<file path="config.mk">
export PLATFORM = sky130hd
export DESIGN_NAME = barrel_shifter_pipe
export DESIGN_NICKNAME = d
export VERILOG_FILES = /design/src/rtl/barrel_pkg.sv /design/src/rtl/barrel_shift_stage.sv /design/src/rtl/barrel_shifter_pipe.sv
export SDC_FILE = /design/constraint.sdc
export NUM_CORES = 1
export LEC_CHECK = 0
export ABC_AREA = 1
export CAP_MARGIN = 20
export CORE_MARGIN = 10
export CORE_UTILIZATION = 34
export CTS_CLUSTER_SIZE = 16
export DETAILED_ROUTE_END_ITERATION = 8
export GPL_TIMING_DRIVEN = 1
export SLEW_MARGIN = 10
export SYNTH_ARGS = -nofsm -noshare
export SYNTH_HDL_FRONTEND = slang
export SYNTH_HIERARCHICAL = 1
export SYNTH_SLANG_ARGS = --single-unit
export TNS_END_PERCENT = 50
</file>
<file path="constraint.sdc">
create_clock -name clk -period 5.65 [get_ports clk]
set_input_delay 1.13 -clock clk [delete_from_list [all_inputs] [get_ports clk]]
set_output_delay 1.13 -clock clk [all_outputs]
set_load 0.01 [all_outputs]
</file>
<file path="src/rtl/barrel_pkg.sv">
// Shared encodings and sizing helper for the pipelined barrel shifter.
package barrel_pkg;

  localparam logic [1:0] MODE_LOG = 2'b00;
  localparam logic [1:0] MODE_ARI = 2'b01;
  localparam logic [1:0] MODE_ROT = 2'b10;

  localparam logic DIR_LEFT  = 1'b0;
  localparam logic DIR_RIGHT = 1'b1;

  // Number of pipeline stages; never below one so narrow widths still elaborate.
  function automatic int STAGES(input int width);
    return (width <= 2) ? 1 : $clog2(width);
  endfunction

endpackage

</file>
<file path="src/rtl/barrel_shift_stage.sv">
// One registered shift-or-pass stage of the barrel shifter, with its own
// valid bit and a ready that lets bubbles collapse.
module barrel_shift_stage
  import barrel_pkg::*;
#(
  parameter int DATA_SIZE = 16,
  parameter int SHIFT     = 1,
  parameter int TAG_W     = 4,
  localparam int SEL_W    = STAGES(DATA_SIZE),
  localparam int BIT      = $clog2(SHIFT)
) (
  input  logic                 clk,
  input  logic                 rst,
  input  logic                 valid_in,
  output logic                 ready_out,
  input  logic [DATA_SIZE-1:0] data_in,
  input  logic [SEL_W-1:0]     sel_in,
  input  logic                 dir_in,
  input  logic [1:0]           mode_in,
  input  logic [TAG_W-1:0]     tag_in,
  output logic                 valid_out,
  input  logic                 ready_in,
  output logic [DATA_SIZE-1:0] data_out,
  output logic [SEL_W-1:0]     sel_out,
  output logic                 dir_out,
  output logic [1:0]           mode_out,
  output logic [TAG_W-1:0]     tag_out
);

  logic [DATA_SIZE-1:0] shifted;

  // Arithmetic right is kept in its own branch so the signed shift is not
  // turned unsigned by mixing it with unsigned operands in one expression.
  always_comb begin
    shifted = data_in;
    if (sel_in[BIT]) begin
      case (mode_in)
        MODE_ROT: begin
          if (dir_in == DIR_RIGHT)
            shifted = (data_in >> SHIFT) | (data_in << (DATA_SIZE - SHIFT));
          else
            shifted = (data_in << SHIFT) | (data_in >> (DATA_SIZE - SHIFT));
        end
        MODE_ARI: begin
          if (dir_in == DIR_RIGHT)
            shifted = $signed(data_in) >>> SHIFT;
          else
            shifted = data_in << SHIFT;
        end
        default: begin
          if (dir_in == DIR_RIGHT)
            shifted = data_in >> SHIFT;
          else
            shifted = data_in << SHIFT;
        end
      endcase
    end
  end

  assign ready_out = !valid_out || ready_in;

  always_ff @(posedge clk) begin
    if (rst) begin
      valid_out <= 1'b0;
      data_out  <= '0;
      sel_out   <= '0;
      dir_out   <= DIR_LEFT;
      mode_out  <= MODE_LOG;
      tag_out   <= '0;
    end else if (ready_out) begin
      valid_out <= valid_in;
      data_out  <= shifted;
      sel_out   <= sel_in;
      dir_out   <= dir_in;
      mode_out  <= mode_in;
      tag_out   <= tag_in;
    end
  end

endmodule

</file>
<file path="src/rtl/barrel_shifter_pipe.sv">
// Fully pipelined barrel shifter: one stage per select bit, run-time direction
// and mode, valid/ready backpressure and a tag carried alongside the data.
module barrel_shifter_pipe
  import barrel_pkg::*;
#(
  parameter int DATA_SIZE = 16,
  parameter int TAG_W     = 4,
  localparam int S        = STAGES(DATA_SIZE)
) (
  input  logic                 clk,
  input  logic                 rst,
  input  logic                 in_valid,
  output logic                 in_ready,
  input  logic [DATA_SIZE-1:0] data_in,
  input  logic [S-1:0]         select,
  input  logic                 dir,
  input  logic [1:0]           mode,
  input  logic [TAG_W-1:0]     tag_in,
  output logic                 out_valid,
  input  logic                 out_ready,
  output logic [DATA_SIZE-1:0] data_out,
  output logic [TAG_W-1:0]     tag_out
);

  if (DATA_SIZE < 2 || (DATA_SIZE & (DATA_SIZE - 1)) != 0) begin : g_bad_size
    $error("barrel_shifter_pipe: DATA_SIZE must be a power of two >= 2");
  end

  // Index 0 is the input port side, index S the output port side.
  logic                 valid_s [0:S];
  logic                 ready_s [0:S];
  logic [DATA_SIZE-1:0] data_s  [0:S];
  logic [S-1:0]         sel_s   [0:S];
  logic                 dir_s   [0:S];
  logic [1:0]           mode_s  [0:S];
  logic [TAG_W-1:0]     tag_s   [0:S];

  assign valid_s[0] = in_valid;
  assign data_s[0]  = data_in;
  assign sel_s[0]   = select;
  assign dir_s[0]   = dir;
  assign mode_s[0]  = mode;
  assign tag_s[0]   = tag_in;
  assign ready_s[S] = out_ready;

  for (genvar k = 0; k < S; k++) begin : g_stage
    barrel_shift_stage #(
      .DATA_SIZE (DATA_SIZE),
      .SHIFT     (2 ** k),
      .TAG_W     (TAG_W)
    ) u_stage (
      .clk       (clk),
      .rst       (rst),
      .valid_in  (valid_s[k]),
      .ready_out (ready_s[k]),
      .data_in   (data_s[k]),
      .sel_in    (sel_s[k]),
      .dir_in    (dir_s[k]),
      .mode_in   (mode_s[k]),
      .tag_in    (tag_s[k]),
      .valid_out (valid_s[k+1]),
      .ready_in  (ready_s[k+1]),
      .data_out  (data_s[k+1]),
      .sel_out   (sel_s[k+1]),
      .dir_out   (dir_s[k+1]),
      .mode_out  (mode_s[k+1]),
      .tag_out   (tag_s[k+1])
    );
  end

  assign in_ready  = ready_s[0];
  assign out_valid = valid_s[S];
  assign data_out  = data_s[S];
  assign tag_out   = tag_s[S];

endmodule
</file>
==> flow_metrics.env <==
export IMPL_status="completed"
export IMPL_setup_ws_ps=958
export IMPL_cp_data_arrival_time_ps=3560
export IMPL_max_cap_violations=0
export IMPL_type_of_the_worst_min_delay_path="reg2reg"
export IMPL_routedLengthMet1_um=7010
export IMPL_final_hold_viol_count=0
export IMPL_drt_first_iter_violations=394
export IMPL_cell_chain_critical_path="clkdlybuf4s50_1, inv_2, nand2_4, inv_1, nand2_2, inv_2, nand2_4, inv_2, nand2_2, clkdlybuf4s50_1"
export IMPL_final_fill_count=1774
export IMPL_max_slew_worst_pin_slew_ps=773
export IMPL_fp_row_count=46
export IMPL_mappedNetlistNets=911
export IMPL_finalCriticalPeriod_ps=4690
export IMPL_vias_per_cell=4.70
export IMPL_timing_critical_path_from_type="primary input"
export IMPL_clock_latency_ps=350
export IMPL_finalWirelength_um=14300
export IMPL_clockBufferDepth=2
export IMPL_timing_final_crit_share_pct=83.0
export IMPL_p_clk_share_pct=37.4
export IMPL_power_share_switching_pct=26.3
export IMPL_area_delta_synth_final_pct=14.2
export IMPL_cts_tree="done"
export IMPL_placed_cells_incl_taps=1101
export IMPL_post_layout_nonfiller_instances=1115
export IMPL_post_drt_wl_per_cell_um=12.8
export IMPL_fin_worst_skew_ps=6.85
export IMPL_mostFrequentLayoutCells="sky130_fd_sc_hd__nand2_1 (250), sky130_fd_sc_hd__nor2_1 (112), sky130_fd_sc_hd__dfxtp_1 (99), sky130_fd_sc_hd__inv_1 (95), sky130_fd_sc_hd__nand3_1 (65)"
export IMPL_dieWidth_um=147
export IMPL_worst_path_largest_cell_delay_ps=540
export IMPL_gp_congestion=0.885
export IMPL_cts_reportedPaths_clkPinSlew_ps=60
export IMPL_initial_utilization_pct=34.6
export IMPL_timing_setup_tns_ps=0
export IMPL_numCtsBuffers=9
export IMPL_grt_start_max_net_pins=36
export IMPL_die_area_um2=21700
export IMPL_synth_area_um2=5500
export IMPL_met3RoutedLength_um=579
export IMPL_ctsHoldBuffers=0
export IMPL_cts_setup_buffers=0
export IMPL_clockRootBuffer="sky130_fd_sc_hd__clkbuf_16"
export IMPL_gr_usage_all_layers_pct=13.1
export IMPL_finalSetupViolations=0
export IMPL_die_y_um=147
export IMPL_cts_repair_resize_count=0
export IMPL_cts_num_sinks=99
export IMPL_drive_gt1_share_pct=6.45
export IMPL_critical_path_required_ps=4520
export IMPL_share_seq_of_total_power_pct=49.9
export IMPL_detail_route_antenna_nets=0
export IMPL_worstHoldStart="g_stage[0].u_stage/sel_out[2]$_SDFFE_PP0P_"
export IMPL_power_frac_comb_pct=12.7
export IMPL_critical_path_most_common_cell="sky130_fd_sc_hd__inv_2"
export IMPL_timing_worst_setup_path_type="in2out"
export IMPL_hold_path_depth=2
export IMPL_p_per_area_nw_per_um2=245
export IMPL_syn_area_per_cell_um2=6.31
export IMPL_design_final_nets=935
export IMPL_critical_path_reg2reg_startpoint="g_stage[3].u_stage/valid_out$_SDFFE_PP0P_"
export IMPL_diodes=0
export IMPL_post_route_drc_count=0
export IMPL_endpoint_worst_hold="g_stage[1].u_stage/sel_out[2]$_SDFFE_PP0P_"
export IMPL_topRoutingLayerUsed="met4"
export IMPL_dr_wl_met2_um=6450
export IMPL_core_area_um2=15900
export IMPL_finalCoreUtilization_pct=39.5
export IMPL_dpl_worst_slack_ps=945
export IMPL_final_max_slew_violation_count=0
export IMPL_placed_area_um2=6010
export IMPL_port_buffers=52
export IMPL_detailed_router_iteration_count_before_antenna_repair=5
export IMPL_pin_count=53
export IMPL_worstReg2RegEnd="g_stage[0].u_stage/data_out[15]$_SDFFE_PP0P_"
export IMPL_grt_antenna_before_repair=0
export IMPL_detailroute_via_count=5246
export IMPL_setup_repair_after_global_routing_missed_its_margin="no"
export IMPL_ys_warnings_count=6
export IMPL_max_freq_mhz=213
export IMPL_total_switching_power_uw=406
export IMPL_synthesis_instances=872
export IMPL_worst_setup_path_end_kind="output port"
export IMPL_htree_num_levels=3
export IMPL_globalRoute_totalOverflow=0
export IMPL_worst_r2r_path_depth=13
export IMPL_internal_power_uw=1140
export IMPL_via_count_of_the_first_global_routing_pass=4843
export IMPL_post_dp_hpwl_um=10400
export IMPL_grt_first_pass_wirelength_um=24000
export IMPL_timing_max_slew_rel_slack_pct=48.4
export IMPL_crit_fanout=35
export IMPL_vdd_ir_drop_worst_v=0.000218
export IMPL_fin_area_um2=6280
export IMPL_regToRegSetupSlack_ps=2970
export IMPL_final_common_cell="sky130_fd_sc_hd__nand2_1"
export IMPL_power_static_leakage_uw=0.00280
export IMPL_crit_slowest_cell="sky130_fd_sc_hd__clkdlybuf4s50_1"
layer usage:
layer  track usage (%)  up-vias
li1                  -     2766
met1              17.1     2353
met2              21.0      112
met3              2.61       15
met4              4.91        0
met5                 0        -
area by class of cell:
type,count,area [µm²],share of cell area (%)
sequential,99,1980,31.6
tap,216,270,4.30
clock inverter,1,8.76,0.139
multi-input combinational,619,2800,44.6
inverter,113,424,6.75
timing repair buffer,54,536,8.53
clock buffer,13,260,4.14
power groups by stage:
stage / registers [µW] / clock network, µW / logic (µW)
final: 769 / 576 / 196
after global routing: 775 / 614 / 225
after CTS: 769 / 591 / 196
after detailed placement: 785 / 0 / 195
after global placement: 785 / 0 / 195
after floorplan: 772 / 0 / 136
critical path: cells and delay by family:
| family | cells | cell delay, ps |
|---|---|---|
| simple gates | 4 | 1040 |
| buf+inv | 6 | 1370 |
state kept, by name, indices dropped and copies added, names as in the netlist:
register,cells
g_stage.u_stage/data_out,64
g_stage.u_stage/tag_out,16
g_stage.u_stage/mode_out,6
g_stage.u_stage/sel_out,6
g_stage.u_stage/valid_out,4
g_stage.u_stage/dir_out,3
worst max path at each step:
| stage | from | end | cells after the start |
|---|---|---|---|
| floorplan | out_ready | in_ready | 14 |
| global placement | out_ready | in_ready | 10 |
| detailed placement | out_ready | in_ready | 10 |
| CTS | out_ready | in_ready | 10 |
| global route | out_ready | in_ready | 10 |
| finish | out_ready | in_ready | 10 |
through the flow:
stage               power (µW)  hold slack (ps)
finish                    1540              496
detailed placement         980              473
floorplan                  908              448
global placement           979              472
global route              1610              523
CTS                       1560              501
Note: power is estimated with default switching activity, not from simulation.
